==> config.mk <==
export PLATFORM = sky130hd
export DESIGN_NAME = pipe_interlock
export DESIGN_NICKNAME = d
export VERILOG_FILES = /design/src/rtl/pipe_interlock_pkg.sv /design/src/rtl/pipe_src_match.sv /design/src/rtl/pipe_interlock.sv
export SDC_FILE = /design/constraint.sdc
export NUM_CORES = 1
export LEC_CHECK = 0
export ABC_AREA = 1
export CORE_MARGIN = 2
export CORE_UTILIZATION = 25
export CTS_BUF_LIST = sky130_fd_sc_hd__clkbuf_4 sky130_fd_sc_hd__clkbuf_8
export DETAILED_ROUTE_END_ITERATION = 12
export PLACE_DENSITY_LB_ADDON = 0.1
export RECOVER_POWER = 100
export SLEW_MARGIN = 20
export SYNTH_ARGS = -nofsm -noshare
export SYNTH_HDL_FRONTEND = slang
export SYNTH_SLANG_ARGS = --single-unit
==> constraint.sdc <==
create_clock -name clk -period 1.9 [get_ports clk]
set_input_delay 0.38 -clock clk [delete_from_list [all_inputs] [get_ports clk]]
set_output_delay 0.38 -clock clk [all_outputs]
set_load 0.01 [all_outputs]
==> src/rtl/pipe_interlock_pkg.sv <==
// Shared types and constants for the pipeline interlock / forwarding unit.
// Latency: n/a (package only).
// Backpressure: n/a (package only).
package pipe_interlock_pkg;

  // Forward-select encoding: 0 = register file, k = tracker stage k.
  localparam int unsigned FWD_RF  = 0;
  localparam int unsigned FWD_EX  = 1;
  localparam int unsigned FWD_MEM = 2;
  localparam int unsigned FWD_WB  = 3;

  // Tracker fields are sized for the largest legal configuration so one
  // typedef serves every parameterisation. REG_AW may be at most
  // TRK_AW_MAX. NUM_FWD is at most 7, so LOAD_LAT is at most 6, which
  // fits in 3 bits. Narrower instances zero-extend into these fields.
  localparam int unsigned TRK_AW_MAX = 8;
  localparam int unsigned TRK_RDY_W  = 3;

  typedef struct packed {
    logic                  v;    // slot holds a real instruction
    logic [TRK_AW_MAX-1:0] rd;   // destination register (zero-extended)
    logic                  wr;   // instruction writes rd
    logic [TRK_RDY_W-1:0]  rdy;  // cycles until result is forwardable
  } trk_entry_t;

endpackage

==> src/rtl/pipe_src_match.sv <==
// Per-source priority match over the tracker: picks the youngest producer of rs.
// Latency: purely combinational.
// Backpressure: none; o_busy tells the top a matching producer is not ready yet.
//
// Ports:
//   i_use  - source is actually read by the decode instruction
//   i_rs   - source register address
//   i_trk  - tracker entries, index 1 = youngest (EX)
//   o_fwd  - forward select, FWD_RF when no usable match
//   o_busy - youngest matching producer still has rdy != 0
module pipe_src_match
  import pipe_interlock_pkg::*;
#(
  parameter int REG_AW  = 3,
  parameter int NUM_FWD = 3,
  parameter int FWD_W   = 2
) (
  input  logic                     i_use,
  input  logic [REG_AW-1:0]        i_rs,
  input  trk_entry_t [NUM_FWD:1]   i_trk,
  output logic [FWD_W-1:0]         o_fwd,
  output logic                     o_busy
);

  logic             w_found;
  logic             w_busy;
  logic [FWD_W-1:0] w_sel;

  always_comb begin
    w_found = 1'b0;
    w_busy  = 1'b0;
    w_sel   = '0;
    // Scan from the youngest stage; the first hit locks the result.
    for (int k = 1; k <= NUM_FWD; k++) begin
      if (!w_found && i_trk[k].v && i_trk[k].wr &&
          (i_trk[k].rd == TRK_AW_MAX'(i_rs))) begin
        w_found = 1'b1;
        w_sel   = FWD_W'(k);
        w_busy  = (i_trk[k].rdy != '0);
      end
    end
    // r0 is hard-wired zero and unread sources never depend on anything.
    if (!i_use || (i_rs == '0)) begin
      w_found = 1'b0;
      w_busy  = 1'b0;
    end
  end

  assign o_fwd  = (w_found && !w_busy) ? w_sel : FWD_W'(FWD_RF);
  assign o_busy = w_found && w_busy;

endmodule

==> src/rtl/pipe_interlock.sv <==
// Load-use interlock and forwarding-select unit for an in-order pipeline.
// Latency: fwd_a/fwd_b/stall combinational from ID inputs and tracker state.
// Backpressure: stall freezes IF/ID and inserts a bubble; hold freezes the tracker.
//
// Ports:
//   clk, rst_n            - clock, synchronous active-low reset
//   id_valid              - decode stage holds a real instruction
//   id_rs1/id_rs2         - decode source registers, id_use_rs1/2 qualify them
//   id_rd/id_regwr        - decode destination and its write enable
//   id_memrd              - decode instruction is a load
//   flush                 - kill from PC control, wins over stall
//   hold                  - external freeze of tracker and counter
//   fwd_a/fwd_b           - forward select per source (0 = register file)
//   stall                 - load-use interlock request
//   stall_count           - saturating count of non-held stall cycles
module pipe_interlock
  import pipe_interlock_pkg::*;
#(
  parameter int REG_AW   = 3,
  parameter int NUM_FWD  = 3,
  parameter int LOAD_LAT = 1,
  parameter int CNT_W    = 16,
  localparam int FWD_W   = $clog2(NUM_FWD + 1)
) (
  input  logic              clk,
  input  logic              rst_n,
  input  logic              id_valid,
  input  logic [REG_AW-1:0] id_rs1,
  input  logic [REG_AW-1:0] id_rs2,
  input  logic              id_use_rs1,
  input  logic              id_use_rs2,
  input  logic [REG_AW-1:0] id_rd,
  input  logic              id_regwr,
  input  logic              id_memrd,
  input  logic              flush,
  input  logic              hold,
  output logic [FWD_W-1:0]  fwd_a,
  output logic [FWD_W-1:0]  fwd_b,
  output logic              stall,
  output logic [CNT_W-1:0]  stall_count
);

  trk_entry_t [NUM_FWD:1] r_trk;
  logic [CNT_W-1:0]       r_stall_cnt;
  trk_entry_t             w_new;
  logic                   w_busy_a;
  logic                   w_busy_b;
  logic                   w_stall;

  pipe_src_match #(
    .REG_AW  (REG_AW),
    .NUM_FWD (NUM_FWD),
    .FWD_W   (FWD_W)
  ) u_match_a (
    .i_use  (id_use_rs1),
    .i_rs   (id_rs1),
    .i_trk  (r_trk),
    .o_fwd  (fwd_a),
    .o_busy (w_busy_a)
  );

  pipe_src_match #(
    .REG_AW  (REG_AW),
    .NUM_FWD (NUM_FWD),
    .FWD_W   (FWD_W)
  ) u_match_b (
    .i_use  (id_use_rs2),
    .i_rs   (id_rs2),
    .i_trk  (r_trk),
    .o_fwd  (fwd_b),
    .o_busy (w_busy_b)
  );

  // A killed or empty decode slot has nothing to wait for.
  assign w_stall     = id_valid & ~flush & (w_busy_a | w_busy_b);
  assign stall       = w_stall;
  assign stall_count = r_stall_cnt;

  // Entry presented to stage 1: the decode instruction if it issues,
  // otherwise a bubble. Loads start with LOAD_LAT cycles to go.
  always_comb begin
    w_new = '0;
    if (id_valid && !w_stall && !flush) begin
      w_new.v   = 1'b1;
      w_new.rd  = TRK_AW_MAX'(id_rd);
      w_new.wr  = id_regwr;
      w_new.rdy = id_memrd ? TRK_RDY_W'(LOAD_LAT) : '0;
    end
  end

  always_ff @(posedge clk) begin
    if (!rst_n) begin
      r_trk       <= '0;
      r_stall_cnt <= '0;
    end else if (!hold) begin
      r_trk[1] <= w_new;
      // Age every entry by one stage; readiness counts down to zero.
      for (int k = 2; k <= NUM_FWD; k++) begin
        r_trk[k] <= r_trk[k-1];
        if (r_trk[k-1].rdy != '0) begin
          r_trk[k].rdy <= r_trk[k-1].rdy - 1'b1;
        end
      end
      if (w_stall && (r_stall_cnt != '1)) begin
        r_stall_cnt <= r_stall_cnt + 1'b1;
      end
    end
  end

endmodule

**Yosys cells after proc, flatten, opt, wreduce, memory -nomap -nowiden**

Index checks and enable logic that the tools add are counted.
W data, S select, Z words.

- Logic and storage cells: 96
- Output and inout bits: 21
- Input port bits: 18
- Flip-flop bits (word level): 55

- Muxes and demuxes: 28
- Bitwise logic cells: 5
- Reductions and logical operators: 40
- $add $sub $neg: 3
- Eq/ne operators: 7

Operators by type and width:

| kind | count |
|---|---|
| $eq A8 B3 Y1 | 6 |
| $logic_and A1 B1 Y1 | 22 |
| $mux W1 | 19 |
| $add A16 B1 Y16 const B | 1 |
| $ne A16 B16 Y1 const B | 1 |
| $mux W13 | 1 |
| $mux W2 | 6 |
| $logic_not A1 Y1 | 10 |
| $reduce_bool A3 Y1 | 3 |
| $logic_not A3 Y1 | 2 |
| $mux W3 | 2 |
| $sub A3 B1 Y3 const B | 2 |
| $and A1 B1 Y1 | 2 |
| $logic_or A1 B1 Y1 | 2 |
| $not A1 Y1 | 2 |
| $reduce_and A2 Y1 | 1 |
| $or A1 B1 Y1 | 1 |

**Depth between registers and ports, before layout**

- Depth in word-level cells: 21
- Depth in mapped cells: 10
- Gate-level depth less buffers: 9

**Cells and area by module**

Synthesis repeated with hierarchy kept, for this count alone.

- Cells, all modules: 412
- Area total of the unflattened synthesis: 2482.4 um^2

By module, submodules not included:

| module | seq. area each (um^2) | instances | area each (um^2) | cells each |
|---|---|---|---|---|
| pipe_interlock | 640.6 | 1 | 1744.2 | 256 |
| pipe_src_match | 0.0 | 2 | 369.1 | 78 |

**Least setup slack after synthesis**

No wires, ideal clock.

- Path type: reg2reg
- Start: register r_stall_cnt[0] (netlist: stall_count[0])
- End: register r_stall_cnt[4] (netlist: stall_count[4])
- Arrival time: 1.477 ns
- Required time: 1.768 ns
- Cell stages (with the launch flop): 10
- Setup slack: 0.291 ns
- Cell sequence: dfxtp_1 ha_1 nand2_1 nor2_2 nand3_1 nand2_1 inv_2 buf_2 nand3_1 a21oi_1

- Cells in the longest elaborated chain, start to end: 3
- Elaborated cells between the ends (all ways): 4
- Classes of those cells: add/sub (1); eq/ne (1); reduce/logical (2)

RTL lines:

| element | line | RTL |
|---|---|---|
| start, declared | pipe_interlock.sv:44 | `logic [CNT_W-1:0] r_stall_cnt;` |
| start signal, assigned | pipe_interlock.sv:105 | `r_stall_cnt <= r_stall_cnt + 1'b1;` |
| parallel branches: the longest is 3 deep, another holds $add A16 B1 Y16 | n/a |  |

Parallel ways; which one is timed is not known.
A chain may end at the register's enable or synchronous reset.

**Worst setup path after layout**

- Start: register r_trk[38] (netlist bit)
- End: output fwd_b[0]

- Cells in the longest elaborated chain, start to end: 8
- Elaborated cells between the ends (all ways): 11
- Classes of those cells: mux (6); reduce/logical (5)

RTL lines:

| element | line | RTL |
|---|---|---|
| start, declared | pipe_interlock.sv:43 | `trk_entry_t [NUM_FWD:1] r_trk;` |
| start signal, assigned by index | pipe_interlock.sv:99 | `r_trk[k] <= r_trk[k-1];` |
| $logic_and A1 B1 Y1 * (3 in a row) | pipe_src_match.sv:35 | `if (!w_found && i_trk[k].v && i_trk[k].wr &&` |
| $mux W1 | pipe_src_match.sv:35 |  |
| $mux W1 | pipe_src_match.sv:43 | `if (!i_use \|\| (i_rs == '0)) begin` |
| $logic_not A1 Y1 | pipe_src_match.sv:49 | `assign o_fwd = (w_found && !w_busy) ? w_sel : FWD_W'(FWD_RF);` |
| $logic_and A1 B1 Y1 | pipe_src_match.sv:49 |  |
| $mux W2 * | pipe_src_match.sv:49 |  |
| end, declared | pipe_interlock.sv:38 | `output logic [FWD_W-1:0] fwd_b,` |

Every way passes the cells marked *; elsewhere a longest branch is shown, timed or not.

==> results <==
- After synthesis, flip-flops and latches occupy 32.0% of the total area.
- Net switching is 23.6% of the power.
- The net switching power is 0.000381 W.
- The area growth from synthesis to final layout is 45.2%.
- The largest voltage drop on the vdd net is 0.243 mV.
- The average cell area after synthesis is 6.51 sq um.
- The antenna diode count is 0.
- The synthesized net count is 327.
- For the pin with the worst max-slew slack, the measured transition is 0.554 ns.
- The number of setup violations in the final report is 0.
- Once detailed placement completed, the half-perimeter wirelength came to 4.60 mm.
- For the worst setup path, the data arrival time is 1.51 ns.
- The buffer levels on the longest clock path is 2.
- Registers are responsible for 43.3% of the overall power.
- The total area inside the core boundary comes to 7770 sq um.
- The global route total overflow is 0.
- Entering global routing, the biggest net connects 23 pins.
- The run finished with clean final reports.
- The number of antenna violations at the first check in global routing is 0.
- The residual DRC count is 0.
- The height of the die is 93.5 um.
- Among all stages on the critical path, the largest delay is contributed by dfxtp_2.
- Combinational cells account for 11.3% of the total power.
- The standard-cell row count is 32.
- The final max-slew violation count is 0.
- The final critical path time including I/O delays and setup is 1.89 ns.
- After detailed placement, the total cell area comes to 2710 sq um.
- Data on the critical path is required at its endpoint by 1.52 ns.
- For the worst flop-to-flop path, the logic depth is 9.
- The worst clock skew is 0.00818 ns.
- The starting DRC count in detailed routing is 53.
- The cell area after layout is 2910 sq um.
- In this run the tool buffered the top-level ports with 38 buffer cells.
- The fraction of the cycle the final worst path needs is 99.4%.
- The number of nets in the layout is 398.
- The final core utilization is 37.5%.
- In this run, synthesis produced a sequential element count of 32.
- The average vias per placed instance is 4.58.
- STA classifies the critical path endpoint as an output port.
- The floorplan die area is 8750 sq um.
- The classification of the worst-slack hold path is reg -> reg.
- Derived from the worst setup path, the maximum achievable clock frequency is 529 MHz.
- The number of clock sinks is 32.
- The clock tree synthesis step divided the H-tree into 2 levels.
- The kind of critical path is reg -> out.
- The number of cells traversed by the worst hold path is 2.
- The clock slew at the register clock pins of the worst setup and hold paths is 0.07 ns.
- Counting the fill cells in the layout gives 868.
- The cell leakage power is 1.16 nW.
- The number of max-cap violations is 0.
- The signal on the critical path passes through nand2_2 -> a21oi_2 -> nand4_1 -> buf_4 -> nand3_2 -> nand3b_1 -> nor2_1 -> buf_2.
- For the worst-skew pair, the clock arrives at the later sink with an insertion delay of 0.29 ns.
- The most common cell after layout, fill and taps aside is nand2_1.
- Once the floorplan was initialized, standard cells occupied 25.8% of the core.
- The final weighted congestion in routability-driven placement is 0.867.
- The via total after detailed routing is 2207.
- The number of antenna-violating nets in the routed design is 0.
- The total routing resource utilization after global routing is 15.0%.
- Setup repair after global routing could not meet its margin everywhere.
- The number of global-route vias before repair came to 2154.
- The global-route wire length before repair is 10.2 mm.
- The internal power is 0.00124 W.
- The post-synthesis instance area is 2000 sq um.
- The tree is rooted in a clkbuf_8.
- The Yosys step of the flow raised 0 warnings.
- The number of buffers created by CTS is 5.
- The hold buffer count at CTS is 0.
- The library cells used most frequently in the layout, excluding fill and tap cells, are nand2_1, nor2_1, buf_4.
- The die is 93.5 um wide.
- The detailed-routing iteration count for the pre-antenna-repair pass is 4.
- The largest incremental delay on the critical path is 0.33 ns.
- The routed wire length per instance is 12.8 um.
- The critical path launch point type is a register.
- Wires add up to 6.17 mm.
- The final count of hold timing violations was 0.
- The accumulated negative setup slack is 0 ns.
- In the final layout, the multi-input gates occupy 1290 sq um.
- Registers take 653 sq um.
- In this run the worst path has a maximum fanout of 2.
- The headroom to the max-slew limit is 63.1%.
- The clock network accounts for 45.3% of the total power.
- Synthesis produced a netlist whose cell count is 308.
- The share of flip-flops with an asynchronous set or reset is 0%.
- Yosys mapped a number of flops with a built-in enable equal to 0.
- The clock tree from TritonCTS is built.
- After synthesis, the netlist uses 29 different library cells.
- The fraction of layout instances using a drive strength above 1 is 25.5%.
- The power density over the cells is 556 nW/um^2.
- For this run, the leading register cell type out of synthesis is dfxtp_1.
- The I/O pin total is 39.
==> layout make-up <==
type	count	area share, %
Tap cell	102	4.39
Sequential cell	32	22.4
Clock buffer	7	3.31
Timing Repair Buffer	72	21.3
Clock inverter	1	1.03
Multi-Input combinational cell	243	44.2
Inverter	25	3.31
==> cell families after synthesis <==
family / Yosys count / share of synthesized area [%]
flip-flops: 32 / 32.0
AO/OA/AOI/OAI: 52 / 13.5
XOR/XNOR: 13 / 5.68
adder cells (fa/ha/maj): 1 / 0.624
buffers and inverters: 33 / 7.24
AND/OR/NAND/NOR: 177 / 40.9
==> power by group through the flow <==
stage	logic, W	clock network [W]	registers (W)
after floorplan	0.0000833	0	0.000711
after global placement	0.000179	0	0.000714
after detailed placement	0.000179	0	0.000714
after CTS	0.000182	0.000765	0.000701
after global routing	0.000204	0.000786	0.000703
final	0.000183	0.000734	0.000701
==> registers in the layout, summed over array words and instances (netlist names) <==
name / flops
r_trk: 16
stall_count: 16
==> metrics by stage <==
stage | hold slack, ns | setup WS, ns | instances | power (W)
after floorplan | 0.445 | 0.291 | 308 | 0.000795
after global placement | 0.460 | -0.675 | 470 | 0.000893
after detailed placement | 0.464 | -0.706 | 470 | 0.000893
after CTS | 0.476 | -0.0204 | 481 | 0.00165
after global routing | 0.504 | -0.120 | 482 | 0.00169
final | 0.469 | 0.0113 | 482 | 0.00162
==> cell usage after synthesis, types with 2 or more instances <==
master	instances	area (sq um)
a21oi_1	33	165
o21ai_1	2	10.0
nor2_1	39	146
o22ai_1	2	12.5
nand3_4	2	35.0
nor2_2	5	31.3
nor2_4	2	22.5
dfxtp_1	32	641
buf_2	2	10.0
inv_2	6	22.5
o21ai_0	12	60.1
xnor2_1	5	43.8
nand4_1	11	68.8
inv_1	18	67.6
clkbuf_1	3	11.3
nand3_1	29	145
a211oi_1	2	15.0
nand2_1	82	308
nand2_2	4	25.0
xor2_1	8	70.1
==> critical path: cells and delay by family, from the launching register on <==
family	cells	cell delay [ns]
and+or+nand+nor	5	0.48
AOI/OAI and AO/OA	1	0.10
DFF	1	0.33
buffers and inverters	2	0.32
==> per-layer routing <==
metal	GRT usage, %	share of wire, %	wire [um]	vias up
li1	-	-	-	1161
met1	17.7	45	2790	988
met2	26.7	49	3040	48
met3	2.74	3.5	217	10
met4	6.16	1.9	120	0
met5	0	0	0	-
==> timing repair <==
| item | 4_1_cts | 5_1_grt |
|---|---|---|
| setup buffers | 4 | 1 |
| setup endpoints to repair | 5 | 5 |
| pin swaps | 7 | 10 |
| resized for setup | 53 | 16 |
| endpoints found under the hold margin | 0 | 0 |
| gates cloned | 0 | 0 |
==> final timing paths <==
path / from / endpoint / slack (ns)
max: r_trk[38] / fwd_b[0] / 0.01
min reg2reg: r_trk[0] / r_trk[0] / 0.47
min: r_trk[0] / r_trk[0] / 0.47
max reg2reg: stall_count[1] / stall_count[15] / 0.23
(Power assumes the default switching activity.)
